File: src/rtl/pdm_tx.sv
// ---------------------------------------------------------------------------
// pdm_tx -- multi-channel PDM transmitter
//
// Turns one signed PCM sample per channel into one PDM bitstream per channel.
// A single 2nd-order delta-sigma datapath is time-multiplexed across all
// channels: each PDM bit period (one pdm_write_enable strobe) walks through the
// channels, one per clock, and the new bits are then applied to pdm_data all at
// once from a shadow register.
//
// Optional feature (compile-time macro):
//   PDM_TX_DITHER_EN  adds a 16-bit Galois LFSR (x^16+x^14+x^13+x^11+1, seed
//                     16'hACE1) whose bit0 is added as +0/+1 LSB to the sample
//                     of the channel being updated. Undefined by default: the
//                     modulator is then fully deterministic.
//
// Parameters:
//   WIDTH      PCM sample width (signed)
//   CHANNELS   number of PDM channels (>= 2)
//   ACC_WIDTH  modulator accumulator width (signed, > WIDTH)
//
// Ports:
//   clk               system clock
//   resetn            asynchronous reset, active low
//   sample_valid      PCM sample write request
//   sample_ready      write accepted when valid & ready (= !busy)
//   sample_channel    target channel; values >= CHANNELS are accepted and dropped
//   sample_data       signed PCM sample
//   pdm_write_enable  one-cycle strobe, one per PDM bit period
//   pdm_data          PDM bitstreams, bit k = channel k
//   busy              modulator update sweep in progress
//   overrun           one-cycle pulse: a strobe arrived while busy and was dropped
// ---------------------------------------------------------------------------
module pdm_tx #(
    parameter  int unsigned WIDTH     = 16,
    parameter  int unsigned CHANNELS  = 8,
    parameter  int unsigned ACC_WIDTH = WIDTH + 4,
    localparam int unsigned CH_W      = $clog2(CHANNELS)
) (
    input  logic                clk,
    input  logic                resetn,
    input  logic                sample_valid,
    output logic                sample_ready,
    input  logic [CH_W-1:0]     sample_channel,
    input  logic [WIDTH-1:0]    sample_data,
    input  logic                pdm_write_enable,
    output logic [CHANNELS-1:0] pdm_data,
    output logic                busy,
    output logic                overrun
);

    // Two guard bits above the accumulator width hold any single-step sum
    // exactly, so saturation can be decided from the extended result.
    localparam int unsigned SW = ACC_WIDTH + 2;

    localparam logic signed [SW-1:0] FS_EXT =
        {{(SW - WIDTH){1'b0}}, 1'b1, {(WIDTH - 1){1'b0}}};
    localparam logic signed [ACC_WIDTH-1:0] ACC_MAX = {1'b0, {(ACC_WIDTH - 1){1'b1}}};
    localparam logic signed [ACC_WIDTH-1:0] ACC_MIN = {1'b1, {(ACC_WIDTH - 1){1'b0}}};

    typedef enum logic {
        IDLE,
        UPDATE
    } state_t;

    state_t                      state_q;
    logic [CH_W-1:0]             cnt_q;
    logic                        commit_q;
    logic                        overrun_q;
    logic [CHANNELS-1:0]         shadow_q;
    logic [CHANNELS-1:0]         pdm_q;
    logic signed [WIDTH-1:0]     x_q    [CHANNELS];
    logic signed [ACC_WIDTH-1:0] acc1_q [CHANNELS];
    logic signed [ACC_WIDTH-1:0] acc2_q [CHANNELS];
`ifdef PDM_TX_DITHER_EN
    logic [15:0]                 lfsr_q;
    logic [15:0]                 lfsr_d;
`endif

    // Shared modulator datapath for channel cnt_q
    logic signed [SW-1:0]        x_ext;
    logic signed [SW-1:0]        y_ext;
    logic signed [SW-1:0]        a1_ext;
    logic signed [SW-1:0]        a2_ext;
    logic signed [SW-1:0]        sum1;
    logic signed [SW-1:0]        sum2;
    logic signed [ACC_WIDTH-1:0] acc1_d;
    logic signed [ACC_WIDTH-1:0] acc2_d;
    logic                        bit_d;
    logic                        wr_en;

    // Clamp an extended sum into the signed accumulator range.
    function automatic logic signed [ACC_WIDTH-1:0] sat(input logic signed [SW-1:0] v);
        logic [SW-ACC_WIDTH:0] top;
        top = v[SW-1:ACC_WIDTH-1];
        if (!v[SW-1] && (top != '0)) begin
            sat = ACC_MAX;
        end else if (v[SW-1] && (top != '1)) begin
            sat = ACC_MIN;
        end else begin
            sat = v[ACC_WIDTH-1:0];
        end
    endfunction

    assign busy         = (state_q == UPDATE);
    assign sample_ready = !busy;
    assign overrun      = overrun_q;
    assign pdm_data     = pdm_q;

    // Out-of-range channels are handshaken but never stored.
    assign wr_en = sample_valid && sample_ready && (32'(sample_channel) < CHANNELS);

`ifdef PDM_TX_DITHER_EN
    assign lfsr_d = {1'b0, lfsr_q[15:1]} ^ (lfsr_q[0] ? 16'hB400 : 16'h0000);
`endif

    always_comb begin
        x_ext = {{(SW - WIDTH){x_q[cnt_q][WIDTH-1]}}, x_q[cnt_q]};
`ifdef PDM_TX_DITHER_EN
        x_ext = x_ext + {{(SW - 1){1'b0}}, lfsr_q[0]};
`endif
        a1_ext = {{2{acc1_q[cnt_q][ACC_WIDTH-1]}}, acc1_q[cnt_q]};
        a2_ext = {{2{acc2_q[cnt_q][ACC_WIDTH-1]}}, acc2_q[cnt_q]};
        // Output bit comes from the state before this update.
        bit_d  = !acc2_q[cnt_q][ACC_WIDTH-1];
        y_ext  = bit_d ? FS_EXT : -FS_EXT;
        sum1   = a1_ext + x_ext - y_ext;
        acc1_d = sat(sum1);
        sum2   = a2_ext + {{2{acc1_d[ACC_WIDTH-1]}}, acc1_d} - y_ext;
        acc2_d = sat(sum2);
    end

    always_ff @(posedge clk or negedge resetn) begin
        if (!resetn) begin
            state_q   <= IDLE;
            cnt_q     <= '0;
            commit_q  <= 1'b0;
            overrun_q <= 1'b0;
            shadow_q  <= '0;
            pdm_q     <= '0;
            for (int unsigned k = 0; k < CHANNELS; k++) begin
                x_q[k]    <= '0;
                acc1_q[k] <= '0;
                acc2_q[k] <= '0;
            end
`ifdef PDM_TX_DITHER_EN
            lfsr_q    <= 16'hACE1;
`endif
        end else begin
            overrun_q <= 1'b0;
            commit_q  <= 1'b0;

            // Apply the completed sweep to all outputs in one edge.
            if (commit_q) begin
                pdm_q <= shadow_q;
            end

            // Only possible in IDLE; a same-edge strobe sweeps with this value.
            if (wr_en) begin
                x_q[sample_channel] <= sample_data;
            end

            case (state_q)
                IDLE: begin
                    if (pdm_write_enable) begin
                        state_q <= UPDATE;
                        cnt_q   <= '0;
                    end
                end
                UPDATE: begin
                    // Any strobe here, including on the final sweep edge, is dropped.
                    overrun_q        <= pdm_write_enable;
                    shadow_q[cnt_q]  <= bit_d;
                    acc1_q[cnt_q]    <= acc1_d;
                    acc2_q[cnt_q]    <= acc2_d;
`ifdef PDM_TX_DITHER_EN
                    lfsr_q           <= lfsr_d;
`endif
                    if (cnt_q == CH_W'(CHANNELS - 1)) begin
                        state_q  <= IDLE;
                        cnt_q    <= '0;
                        commit_q <= 1'b1;
                    end else begin
                        cnt_q <= cnt_q + 1'b1;
                    end
                end
                default: begin
                    state_q <= IDLE;
                end
            endcase
        end
    end

endmodule

File: config.mk
export PLATFORM = sky130hd
export DESIGN_NAME = pdm_tx
export DESIGN_NICKNAME = d
export VERILOG_FILES = /design/src/rtl/pdm_tx.sv
export SDC_FILE = /design/constraint.sdc
export NUM_CORES = 1
export LEC_CHECK = 0
export ABC_CLOCK_PERIOD_IN_PS = 11300
export BUFFER_PORTS_ARGS = -buffer_cell sky130_fd_sc_hd__buf_4
export CORE_MARGIN = 4
export CORE_UTILIZATION = 45
export DETAILED_ROUTE_END_ITERATION = 10
export GPL_ROUTABILITY_DRIVEN = 0
export MAX_ROUTING_LAYER = met4
export RECOVER_POWER = 50
export SLEW_MARGIN = 20
export SYNTH_ARGS = -nofsm -noshare
export SYNTH_HDL_FRONTEND = slang
export SYNTH_SLANG_ARGS = --single-unit
File: constraint.sdc
create_clock -name clk -period 11.3 [get_ports clk]
set_input_delay 1.13 -clock clk [delete_from_list [all_inputs] [get_ports clk]]
set_output_delay 1.13 -clock clk [all_outputs]
set_load 0.005 [all_outputs]
* Word level (Yosys, flattened, before mapping)
Cells that the tools add are included.
Storage, ports and cells: logic and storage cells 95, input bits 23, register bits 470, output and inout bits 11
Operators by class: mux-type cells 33, bitwise operators 3, $add $sub $neg 5, reduce and logical (&&, ||, !) cells 14, $lt $le $gt $ge 6, eq/ne operators 4
Operator list (number):
- 160-bit bitwise mux | 2
- 20-bit two-way mux | 9
- 128-bit bitwise mux | 1
- 20-bit binary-select mux with 3-bit select | 2
- 20-bit demux with 3-bit select | 1
- 16-bit binary-select mux with 3-bit select | 1
- 16-bit demux with 3-bit select | 1
- 16-bit two-way mux | 3
- 22-bit two-way mux | 1
- 21-bit by 22-bit subtractor with 22-bit output | 1
- 22-bit subtractor | 1
- 20-bit by 16-bit adder with 21-bit output | 1
- 20-bit by 20-bit adder with 21-bit output | 1
- 8-bit bitwise mux | 1
- 4-bit greater-or-equal comparator (second input constant) | 2
- 1-bit logical AND | 8
- 4-bit by 1-bit < comparator with 1-bit output (second input constant) | 2
- 3-bit NOT with 4-bit output | 2
- 1-bit two-way mux | 6
- 3-bit two-way mux | 2
- 3-bit inequality test (second input constant) | 2
- 3-bit one-hot mux with 2 select lines | 1
- 3-bit nonzero test | 2
- 1-bit zero test | 4
- 8 further kinds | 8

* Logic depth before layout (Yosys ltp)
depth after elaboration 17, gate-level depth with buffers 38

* Worst setup path before layout
No wires, ideal clock.
path type register to register, start register cnt_q[0], end register acc2_q[10] in the netlist's numbering, clock period less this slack 9.319 ns, cell stages (with the launch flop) 36, required time 11.167 ns, slack 1.981 ns, data arrival time 9.187 ns, setup time 0.133 ns, cell sequence dfrtp_1 clkbuf_1 clkbuf_1 buf_1 mux4_2 mux2i_1 inv_1 fa_1 ha_1 nand3_1 nor4_2 or4b_1 nand3_2 mux2_2 o221a_4 buf_12 a211oi_4 inv_1 ha_1 a21o_1 a2111o_1 a211oi_1 o21bai_1 a21o_1 a21oi_1 xnor2_1 ha_1 nor2b_1 o21a_1 nor2_1 xor2_1 a211o_1 nand3_2 buf_4 a21oi_2 o21ai_0
On the way: cells in the longest elaborated chain, start to end 17
RTL lines:
- start, declared | RTL line 66 | logic [CH_W-1:0] cnt_q;
- start signal, assigned | RTL line 183 | cnt_q <= cnt_q + 1'b1;
- 3-bit NOT with 4-bit output (not written as such) (*) | RTL line 117, 121, 124
- 20-bit binary-select mux with 3-bit select (tied with other cells) | RTL line 121 | a1_ext = {{2{acc1_q[cnt_q][ACC_WIDTH-1]}}, acc1_q[cnt_q]};
- 20-bit two-way mux (not written as such) (tied with other cells) (2 in series) | RTL line 121
- 20-bit by 16-bit adder with 21-bit output / 22-bit two-way mux (equally long branches) | RTL line 126, 125
- 21-bit by 22-bit subtractor with 22-bit output (*) | RTL line 126 | sum1 = a1_ext + x_ext - y_ext;
- 3-bit inequality test | RTL line 97 | end else if (v[SW-1] && (top != '1)) begin
- 1-bit logical AND | RTL line 97
- 20-bit two-way mux | RTL line 97
- 20-bit two-way mux (*) | RTL line 95 | if (!v[SW-1] && (top != '0)) begin
- net acc1_d[4] | RTL line 86 | logic signed [ACC_WIDTH-1:0] acc1_d;
- 20-bit by 20-bit adder with 21-bit output (*) | RTL line 128 | sum2 = a2_ext + {{2{acc1_d[ACC_WIDTH-1]}}, acc1_d} - y_ext;
- 22-bit subtractor (*) | RTL line 128
- 3-bit inequality test | RTL line 97
- 1-bit logical AND | RTL line 97
- 20-bit two-way mux | RTL line 97
- 20-bit two-way mux (*) | RTL line 95
- 160-bit bitwise mux (*) | RTL line 174 | acc2_q[cnt_q] <= acc2_d;
- end signal, assigned by index | RTL line 143 | acc2_q[k] <= '0;
- end signal, assigned by index | RTL line 174
- end, declared | RTL line 73 | logic signed [ACC_WIDTH-1:0] acc2_q [CHANNELS];
The timed path passes the listed nets; every way through them passes the cells marked *. The select of a mux whose other input is x is not followed. A chain may end at the register's enable or synchronous reset.

* Worst setup path after layout
start register cnt_q[0], end register acc2_q[141] in the netlist's numbering
The elaborated chain is that of the path after synthesis.

==> impl_metrics.tcl <==
set metrics [dict create \
    status "finished with violations" \
    violations "max-capacitance violations, max-slew violations" \
    reg2reg_to "acc2_q[141]$_DFFE_PN0P_" \
    clkSinkCount 470 \
    drive_above_1_share_pct 22.9 \
    drv_slew 293 \
    insertion_delay_ns 0.60 \
    die_area_um2 55900 \
    antenna_found_initial 1 \
    grt_max_degree 184 \
    worstPathRequired_ns 11.74 \
    core_area_um2 51500 \
    path_class "flip-flop to flip-flop" \
    row_count 83 \
    critPathArrivalTime_ns 11.13 \
    vias 15544 \
    synth_enable_flop_cells 0 \
    yosysUniqueCellTypes 77 \
    dr.first_iter.drc_count 1113 \
    syn_inst 2010 \
    syn-cell-area_um2 23500 \
    area_growth_pct 11.2 \
    cts_buffers 51 \
    min_path_type "flip-flop to flip-flop" \
    hold_path_startpoint "acc2_q[90]$_DFFE_PN0P_" \
    r2r_cells 32 \
    ys_seq_area_share_pct 50.1 \
    fill_cells 4599 \
    grt_use_total_pct 20.9 \
    ios 34 \
    rsz0062_at_grt "true" \
    fin_crit_sh_pct 94.6 \
    dpl_worst_slack_ns 0.484 \
    cts_max_level 2 \
    hold-path-cell-count 2 \
    reg2reg_slack_ns 0.62 \
    grt_pass1_vias 15773 \
    hpwlAfterDp_mm 36.1 \
    initial_core_util_pct 45.6 \
    vias_per_cell 5.69 \
    dpl-instance-area_um2 24400 \
    fp.dieH_um 236 \
    synth_top_cell_area_share_pct 50.1 \
    min_period_ns 10.68 \
    clockBufferDepth 3 \
    maxCapViolCount 3 \
    cts.clk_slew.worst_paths_ns 0.06 \
    cts_root_buffer "clkbuf_16" \
    utilization_pct 50.7 \
    overflow 0 \
    synthFlopType "dfrtp_1" \
    fin_area_um2 26100 \
    drt_first_pass_iters 5 \
    drt-wirelength-per-cell_um 20.7 \
    antenna_left 0 \
    max_freq_ghz 0.0936 \
    fin_ws_ns 0.615 \
    nets 2102 \
    synth_top_cell_by_area "dfrtp_1" \
    grt_pass1_wl_mm 90.4 \
    tightest_slew_ns 7.02 \
    async_flop_share_pct 100 \
    relSlewSlack_pct -368 \
    wl_mm 56.4 \
    numPortBuffers 33 \
    rr_startpoint "cnt_q[0]$_DFFE_PN0P_" \
    hold_viol 0 \
    holdPathEnd "acc2_q[90]$_DFFE_PN0P_" \
    ys_warn_count 0 \
    yosys-top-cells-area "dfrtp_1 50%, mux4_2 11%, mux2_2 7.8%" \
    cts_tree "yes" \
    synth-seq-cells 470 \
    syn_nets 2102 \
    fin_skew_ns 0.0258 \
    path_max_fanout 28 \
    drc_errors 0 \
    setup_violations 0 \
    die_x_um 236 \
    max_stage_delay_ns 0.78 \
    whs_ns 0.474 \
    ctsHoldBuffers 0 \
    cp-start-kind "flip-flop" \
    end_kind "flip-flop" \
    cp_slowest_cell "dfrtp_4" \
    syn_area_per_cell_um2 11.7 \
]
[layout make-up]
class                           instances  area, um2  share of cell area, %
Antenna cell                            1       2.50                0.00959
Clock buffer                           79       1580                   6.06
Sequential cell                       470      11800                   45.1
Inverter                               60        225                  0.863
Timing Repair Buffer                   64        465                   1.78
Tap cell                              680        851                   3.26
Clock inverter                         13        144                  0.551
Multi-Input combinational cell       1363      11100                   42.4
[cell families (layout without fill, tap and decap cells)]
family                   count (synthesis)  after routing  synth area share, %
XOR/XNOR                                37             37                 1.46
flip-flops                             470            470                 50.1
AND/OR/NAND/NOR                        452            452                 8.26
buffers and inverters                  177            216                 3.12
adder cells (fa/ha/maj)                 69             69                 3.87
other                                    0              1                    0
multiplexers                           307            307                 19.9
AO/OA/AOI/OAI                          498            498                 13.2
[cell usage in the layout, fill, tap and decap left out, types with 5 or more instances in the layout]
master	n
a21o_1	11
mux2i_1	32
inv_1	58
clkinv_2	6
a211oi_1	7
xnor2_1	27
a22o_1	32
clkbuf_1	16
dfrtp_1	467
clkbuf_16	51
nor2_1	61
o21ai_0	212
clkbuf_4	8
nand2b_1	5
buf_4	43
nand4_1	6
a31oi_1	29
o21a_1	8
and2_1	6
nand3_1	10
clkbuf_8	20
a21oi_1	51
a21oi_2	11
fa_1	6
nor3_1	9
o21ai_1	85
xor2_1	9
a211o_1	5
ha_1	63
nand2_1	307
o21bai_1	5
mux2_2	162
a211oi_4	10
nor2b_1	9
mux4_2	112
[cells in the mapped netlist (27+ instances only)]
library cell	n
nand2_1	310
mux2_2	163
nor2_1	61
o21ai_0	212
a21oi_1	52
a31oi_1	29
ha_1	63
mux4_2	112
xnor2_1	27
clkbuf_1	92
dfrtp_1	470
o21ai_1	85
a22o_1	32
mux2i_1	32
inv_1	58
[how the worst max path moves through the flow]
| stage | startpoint | endpoint | cells past startpoint |
|---|---|---|---|
| floorplan | cnt_q[0]$_DFFE_PN0P_ | acc2_q[10]$_DFFE_PN0P_ | 35 |
| global placement | cnt_q[0]$_DFFE_PN0P_ | acc2_q[21]$_DFFE_PN0P_ | 32 |
| detailed placement | cnt_q[0]$_DFFE_PN0P_ | acc2_q[121]$_DFFE_PN0P_ | 30 |
| CTS | cnt_q[0]$_DFFE_PN0P_ | acc2_q[121]$_DFFE_PN0P_ | 32 |
| global route | cnt_q[0]$_DFFE_PN0P_ | acc2_q[20]$_DFFE_PN0P_ | 33 |
| finish | cnt_q[0]$_DFFE_PN0P_ | acc2_q[141]$_DFFE_PN0P_ | 32 |
[worst max-delay path: cells and delay by family (launching register included)]
family / cells / cell delay, ns
flip-flops: 1 / 0.78
AO/OA/AOI/OAI: 14 / 3.67
AND/OR/NAND/NOR: 6 / 1.69
multiplexers: 2 / 1.07
buffers and inverters: 3 / 0.47
adder cells (fa/ha/maj): 5 / 2.20
XOR/XNOR: 2 / 0.61
[per-layer routing]
metal / share of wire (%) / wire length (um) / up-vias / global-route usage, %
met5: 0 / 0 / - / -
met1: 48 / 27100 / 7906 / 30.1
met2: 45 / 25500 / 273 / 31.3
met4: 2.4 / 1360 / 0 / 5.41
li1: - / - / 7272 / -
met3: 4.2 / 2380 / 93 / 3.09
[registers in the layout, indices dropped and copies added (netlist names), 3 cells and up]
signal,flops
acc2_q,160
cnt_q,3
pdm_data,8
shadow_q,8
x_q,128
acc1_q,160
[per-stage QoR]
stage / setup TNS, ns / cells
floorplan: 0 / 2010
global placement: 0 / 2636
detailed placement: 0 / 2636
CTS: 0 / 2728
global route: -1.65 / 2730
finish: 0 / 2730
[what timing repair did]
action                                  in CTS  in global routing
hold endpoints to repair                     0                  0
buffers inserted                             0                  0
resized for setup                            0                  3
endpoints found under the setup margin       0                128
Power is not shown: default switching activity piles up to over one toggle a cycle in this logic, so the estimate is an artifact.
